--- src/rtl/button_event_decoder.sv ---
// Turns a debounced button level into press/release/click/double-click/long/repeat pulses.
// Every event output is a registered one-cycle pulse. held_o is the registered pressed level.
module button_event_decoder #(
  parameter int CNT_W      = 24,
  parameter bit ACTIVE_LOW = 1'b1
) (
  input  logic             sysclk,
  input  logic             reset_n,
  input  logic             btn_i,
  input  logic [CNT_W-1:0] long_ticks,
  input  logic [CNT_W-1:0] dbl_gap_ticks,
  input  logic [CNT_W-1:0] rpt_ticks,
  output logic             press_o,
  output logic             release_o,
  output logic             click_o,
  output logic             dclick_o,
  output logic             long_o,
  output logic             repeat_o,
  output logic             held_o
);

  typedef enum logic [2:0] {
    IDLE   = 3'd0,
    PRESS1 = 3'd1,
    WAIT2  = 3'd2,
    PRESS2 = 3'd3,
    LONG   = 3'd4
  } state_t;

  localparam logic [CNT_W-1:0] CNT_ONE  = {{(CNT_W-1){1'b0}}, 1'b1};
  localparam logic [CNT_W:0]   WIDE_ONE = {{CNT_W{1'b0}}, 1'b1};

  state_t           state;
  state_t           state_nxt;
  logic [CNT_W-1:0] cnt;
  logic             p;
  logic             p_q;
  logic             rise;
  logic             fall;
  logic             hit_long;
  logic             hit_dbl;
  logic             hit_rpt;
  logic             cnt_clr;
  logic             click_nxt;
  logic             dclick_nxt;
  logic             long_nxt;
  logic             repeat_nxt;

  // Threshold compare is one bit wider so cnt+1 never wraps at saturation.
  function automatic logic hit(input logic [CNT_W-1:0] c, input logic [CNT_W-1:0] t);
    logic [CNT_W:0] c1;
    c1 = {1'b0, c} + WIDE_ONE;
    return (t != '0) && (c1 >= {1'b0, t});
  endfunction

  assign p        = btn_i ^ ACTIVE_LOW;
  assign rise     = p & ~p_q;
  assign fall     = ~p & p_q;
  assign held_o   = p_q;
  assign hit_long = hit(cnt, long_ticks);
  assign hit_dbl  = hit(cnt, dbl_gap_ticks);
  assign hit_rpt  = hit(cnt, rpt_ticks);
  assign cnt_clr  = (state_nxt != state) || repeat_nxt;

  always_ff @(posedge sysclk or negedge reset_n) begin
    if (!reset_n) begin
      state     <= IDLE;
      cnt       <= '0;
      p_q       <= 1'b0;
      press_o   <= 1'b0;
      release_o <= 1'b0;
      click_o   <= 1'b0;
      dclick_o  <= 1'b0;
      long_o    <= 1'b0;
      repeat_o  <= 1'b0;
    end else begin
      state     <= state_nxt;
      p_q       <= p;
      press_o   <= rise;
      release_o <= fall;
      click_o   <= click_nxt;
      dclick_o  <= dclick_nxt;
      long_o    <= long_nxt;
      repeat_o  <= repeat_nxt;
      if (cnt_clr) begin
        cnt <= '0;
      end else if (cnt != '1) begin
        cnt <= cnt + CNT_ONE;
      end
    end
  end

  // Edges take priority over thresholds in every state that watches both.
  always_comb begin
    state_nxt = state;
    case (state)
      IDLE: begin
        if (rise) state_nxt = PRESS1;
      end
      PRESS1: begin
        if (fall) begin
          state_nxt = (dbl_gap_ticks == '0) ? IDLE : WAIT2;
        end else if (hit_long) begin
          state_nxt = LONG;
        end
      end
      WAIT2: begin
        if (rise)         state_nxt = PRESS2;
        else if (hit_dbl) state_nxt = IDLE;
      end
      PRESS2: begin
        if (fall) state_nxt = IDLE;
      end
      LONG: begin
        if (fall) state_nxt = IDLE;
      end
      default: state_nxt = IDLE;
    endcase
  end

  always_comb begin
    click_nxt  = 1'b0;
    dclick_nxt = 1'b0;
    long_nxt   = 1'b0;
    repeat_nxt = 1'b0;
    case (state)
      PRESS1: begin
        if (fall)          click_nxt = (dbl_gap_ticks == '0);
        else if (hit_long) long_nxt  = 1'b1;
      end
      WAIT2: begin
        if (!rise && hit_dbl) click_nxt = 1'b1;
      end
      PRESS2: begin
        if (fall) dclick_nxt = 1'b1;
      end
      LONG: begin
        if (!fall && hit_rpt) repeat_nxt = 1'b1;
      end
      default: ;
    endcase
  end

endmodule

--- config.mk ---
export PLATFORM = sky130hd
export DESIGN_NAME = button_event_decoder
export DESIGN_NICKNAME = d
export VERILOG_FILES = /design/src/rtl/button_event_decoder.sv
export SDC_FILE = /design/constraint.sdc
export NUM_CORES = 1
export LEC_CHECK = 0
export ABC_AREA = 1
export CAP_MARGIN = 40
export CORE_MARGIN = 3
export CORE_UTILIZATION = 55
export CTS_CLUSTER_SIZE = 8
export DETAILED_ROUTE_END_ITERATION = 7
export DONT_BUFFER_PORTS = 1
export PLACE_DENSITY = 0.81
export RECOVER_POWER = 25
export SYNTH_ARGS = -nofsm -noshare
export SYNTH_HDL_FRONTEND = slang
export SYNTH_SLANG_ARGS = --single-unit
--- constraint.sdc ---
create_clock -name sysclk -period 6.25 [get_ports sysclk]
set_clock_uncertainty 0.1 [all_clocks]
set_input_delay 0 -clock sysclk [delete_from_list [all_inputs] [get_ports sysclk]]
set_output_delay 0 -clock sysclk [all_outputs]
set_load 0.01 [all_outputs]
==> results of run 1 <==
logic make-up after synthesis:
| group | share of synthesized area (%) |
|---|---|
| XOR/XNOR | 4.374 |
| multiplexers | 0.2380 |
| flip-flops | 20.23 |
| AND/OR/NAND/NOR | 35.14 |
| adder cells (fa/ha/maj) | 21.72 |
| buffers and inverters | 12.11 |
| AO/OA/AOI/OAI | 6.189 |
critical path: stages, from the launching register on:
cell and delay (ps):
dfrtp_1 460, ha_1 220, nand2_1 130, nor2_4 170, nand2_4 100, nor3_1 250, nand3_1 180, nor4_1 270
xor2_1 430, ha_1 330, a21oi_1 150, a21boi_0 190, nand2_1 70, nand2_1 70, nand3_1 120, nand2_1 110
nand2_1 80, nand2_1 110, nand2_1 60, nand2_1 90, nor2_4 50, nand2_4 480, nor2_1 100
worst paths after layout:
check,startpoint,to,slack (ps)
worst max-delay path,cnt[0],cnt[17],1780
worst min-delay path,rpt_ticks[4],repeat_o,30
worst max register to register,cnt[0],cnt[17],1780
worst min register to register,held_o,press_o,460
max in group asynchronous,reset_n,cnt[16],4310
min in group asynchronous,reset_n,cnt[8],670
routing by layer:
| layer | GRT usage (%) | vias up | wire length (um) |
|---|---|---|---|
| met5 | 0 | - | 0 |
| met4 | 6.227 | 0 | 147 |
| met3 | 4.183 | 16 | 633 |
| met2 | 44.73 | 131 | 5223 |
| met1 | 33.87 | 1756 | 4861 |
| li1 | - | 1923 | - |
area by class of cell:
type	instances	area, um2	share of cell area [%]
well taps	99	123.9	2.772
repair buffers	9	83.83	1.876
clock inverters	3	45.04	1.008
inverters	120	450.4	10.08
clock buffers	5	68.82	1.540
multi-input cells	428	2845	63.68
flip-flops and latches	34	850.8	19.04
cell usage after synthesis:
cell type  number  area (um2)
nor3_1         10       50.05
nor2_1         67       251.5
nor4_1         12       75.07
nand2_1       106       397.9
o21a_1          2       15.01
a21o_1          3       22.52
a41oi_1         1       8.760
mux2i_1         1       10.01
nand2_2         7       43.79
nand3_1        24       120.1
nand4_1        27       168.9
nand3b_1        5       37.54
clkbuf_1        2       7.510
buf_6           1       11.26
nand2_4         3       33.78
o21ai_0         6       30.03
nor2_2          1       6.260
inv_1         119       446.7
xnor2_1         7       61.31
a21boi_0        1       7.510
a211oi_1        2       15.01
nor2_4         24       270.3
dfrtp_1        34       850.8
xor2_1         14       122.6
buf_12          2       40.04
o22ai_1         1       6.260
o32ai_1         1       8.760
a21oi_1        26       130.1
ha_1           73       913.4
or2_2           2       12.51
inv_2           1       3.750
a21oi_4         1       16.27
nand3_2         1       10.01
flip-flops by register name, indices dropped and copies added, names as in the netlist:
name	cells
repeat_o	1
dclick_o	1
press_o	1
click_o	1
release_o	1
state	3
long_o	1
held_o	1
cnt	24
power breakdown:
| part | internal (mW) | switching, mW | total (mW) |
|---|---|---|---|
| Sequential | 0.233 | 0.0163 | 0.250 |
| Combinational | 0.0884 | 0.249 | 0.338 |
| Clock | 0.119 | 0.0874 | 0.206 |
==> flow_summary.toml, run 1 <==
[clocking]
postCtsHoldBufs = 8
tritoncts = "done"
cts_resized = 0
cts_setup_buffers = 0
cts_buffers = 5
cts_sinks = 34
cts_root_buf = "clkbuf_8"
clk_pin_slew_worst_paths_ps = 70
clk-insertion-delay-late_ps = 290
htree_levels = 2
clk_path_buf_depth = 2

[synthesis]
yosysSeqAreaShare_pct = 20.23
yosys_warnings = 0
syn_nets = 735
avgSynthCellArea_um2 = 7.164
synth.distinct_cells = 33
syn_inst = 587
synth_area_um2 = 4205
ys_ff_latch = 34

[critical_path]
arrival_ps = 4530
critPathCaptureType = "flip-flop"
crit_path_start_kind = "flip-flop"
required_ps = 6300
cp_max_fo = 24
critical_path_class = "reg2reg"
reg2reg_depth = 22

[timing]
setup-violations-final = 0
tightest_slew_ps = 1865
setup_tns_ps = 0
worst_slack_ps = 1778
rsz0062_at_grt = "no"
hold_viol = 0
worst_hold_slack_ps = 26.19
finalCritPeriodShare_pct = 71.56
period_minus_slack_ps = 4472
max_slew_margin_pct = -24.36
max_freq_mhz = 223.6
drv_slew = 35

[floorplan]
start_util_pct = 57.36
fp.coreArea_um2 = 7331
die_w_um = 93.44
die_h_um = 93.44
die_area_um2 = 8731
core.rowCount = 31
io_pins = 82

[grt]
overflow = 0
grt_pass1_vias = 3684
antenna_found_initial = 0
grt_use_total_pct = 25.96
grt_pass1_wl_um = 17770
grt_max_degree = 35

[finish]
layout.nets = 746
final_core_util_pct = 60.95
fin_cells = 698
mostFrequentLayoutCells = "119 x inv_1, 106 x nand2_1, 73 x ha_1"
area_delta_synth_final_pct = 6.248
nFillCells = 674
drive_above_1_share_pct = 8.013
final_common_cell = "inv_1"
antenna_cells = 0
final_cell_area_um2 = 4468

[placement]
dp.cells = 681
post-place-ws_ps = 1845
dpl_cell_area_um2 = 4270
routabilityCongestion = 0.9047
numPortBuffers = 0
hpwl_um = 9105

[route]
routed_via_density = 5.481
vias = 3826
drtIter0Drc = 255
firstDrtPassIters = 5
remaining_drc_errors = 0
ant_nets = 0
wirelength_um = 10870
wl_per_cell_um = 15.57

[pwr]
p_per_area_nw_per_um2 = 177.6
ir_drop_v = 0.0001937
total_power_mw = 0.7933
leakage_nw = 2.515

[status]
status = "finished, violations left"
violations = "capacitance limit, slew limit"

[flow_run]
drv_cap = 1

[hold_path]
whs_path_depth = 5
hold_path.class = "in2reg"
No activity file was read; power rests on OpenSTA's default activity.
==> run 2: changes to the inputs <==
Clock period 6.25 ns to 4.3 ns, I/O delays scaled along.
==> run 2 against run 1 <==
Net effect:
- the flow still finishes with violations (capacitance limit, slew limit)
- sequential share of layout area fell by 0.14 points
- via count fell by 0.44%
- first-iteration DRC count fell by 25%
- total power rose by 53%
- final cell count rose by 0.14%
- routed wire length rose by 0.12%
- critical path type unchanged
==> flow_summary.toml, run 2 (synthesis gave the netlist of run 1 again) <==
[route]
firstDrtPassIters = 4
wirelength_um = 10880
ant_nets = 0
wl_per_cell_um = 15.56
vias = 3809
remaining_drc_errors = 0
routed_via_density = 5.449
drtIter0Drc = 190

[finish]
antenna_cells = 0
area_delta_synth_final_pct = 7.200
final_core_util_pct = 61.50
mostFrequentLayoutCells = "119 x inv_1, 106 x nand2_1, 73 x ha_1"
largest_reg_flops = 24
layout.nets = 747
fin_cells = 699
regMostFlops = "cnt"
final_common_cell = "inv_1"
reg_top3 = "cnt: 24 flops, state: 3 flops"
drive_above_1_share_pct = 10.00

[pwr]
total_power_mw = 1.215
leakage_nw = 2.538
p_per_area_nw_per_um2 = 269.5
ir_drop_v = 0.0002748

[timing]
setup-violations-final = 0
rsz0062_at_grt = "no"
finalCritPeriodShare_pct = 91.67
setup_tns_ps = 0
max_slew_margin_pct = -21.79
period_minus_slack_ps = 3942
tightest_slew_ps = 1827
max_freq_mhz = 253.7
worst_slack_ps = 358.3
hold_viol = 0
drv_slew = 35

[placement]
routabilityCongestion = 0.8917
post-place-ws_ps = 85.44
numPortBuffers = 0
hpwl_um = 9089
dp.cells = 685

[floorplan]
die_h_um = 93.44
die_area_um2 = 8731
core.rowCount = 31
start_util_pct = 57.36
die_w_um = 93.44
io_pins = 82
fp.coreArea_um2 = 7331

[hold_path]
hp-start = "dbl_gap_ticks[19]"
hold_path.class = "in2reg"

[grt]
grt_max_degree = 35
grt_use_total_pct = 25.68
grt_pass1_vias = 3812
antenna_found_initial = 0
overflow = 0
grt_pass1_wl_um = 17610

[clocking]
clk_path_buf_depth = 2
htree_levels = 2
cts_sinks = 34
tritoncts = "done"
clk_pin_slew_worst_paths_ps = 70
cts_buffers = 5
cts_root_buf = "clkbuf_8"
clk-insertion-delay-late_ps = 300

[critical_path]
critPathLaunch = "cnt[0]"
critical_path_class = "reg2reg"
required_ps = 4380
critPathCaptureType = "flip-flop"
cp_max_fo = 9
arrival_ps = 4020
crit_path_start_kind = "flip-flop"
r2r_start = "cnt[0]"

[status]
violations = "capacitance limit, slew limit"
status = "finished, violations left"

[flow_run]
drv_cap = 1
==> run 2: cell types whose count changed in the layout (fill, tap and decap cells not counted), sizes merged <==
cell and change:
dlygate4sd3 -4, buf +5
==> run 2: final cells by class <==
type                       instances  area (um2)
sequential                        34       852.1
clock inverter                     3       45.04
clock buffer                       5       68.82
inverter                         120       450.4
fill                             677        2823
multi-input combinational        428        2874
timing repair buffer              10       93.84
tap                               99       123.9
==> run 2: critical path: stages, from the launching register on <==
cell and delay, ps:
dfrtp_2 440, ha_1 200, nand2_1 120, nor2_4 170
nand2_4 100, nor3_2 180, nand3_1 170, nor4_2 240
xor2_1 190, buf_4 160, ha_1 240, a21oi_1 150
a21boi_0 200, nand2_1 80, nand2_1 60, nand3_1 110
nand2_1 100, nand2_1 60, nand2_1 70, nand2_1 70
nand3_1 80, nand2_2 70, nand2_4 170, buf_4 260
nor2_4 40
==> run 2: metal layers <==
| layer | global-route usage (%) | up-vias | wire [um] |
|---|---|---|---|
| met1 | 32.70 | 1749 | 4760 |
| li1 | - | 1916 | - |
| met4 | 10.38 | 0 | 348 |
| met5 | 0 | - | 0 |
| met2 | 42.41 | 118 | 5056 |
| met3 | 5.149 | 26 | 712 |
==> run 2: worst paths after layout <==
kind	to	slack [ps]	depth (start not counted)
worst max register to register	cnt[1]	360	24
worst max-delay path	cnt[1]	360	24
max in group asynchronous	cnt[0]	2270	2
min in group asynchronous	state[0]	640	2
worst min-delay path	click_o	10	3
worst min register to register	press_o	460	1
==> run 2: stage by stage <==
stage	hold WS, ps	area (um2)
final	12.46	4508
after CTS	7.934	4487
after floorplan	-395.6	4205
after global placement	-394.0	4313
after global routing	20.76	4508
after detailed placement	-394.1	4313
==> run 2: what timing repair did <==
action | in CTS | in global routing
endpoints found under the hold margin | 40 | 0
setup endpoints to repair | 0 | 24
hold buffers | 5 | 0
buffers inserted | 0 | 1
resized for setup | 0 | 7
==> run 2: where the power goes <==
part           switching [mW]  internal, mW  total, mW
Sequential             0.0275         0.340      0.367
Combinational           0.371         0.175      0.546
Clock                   0.129         0.172      0.302
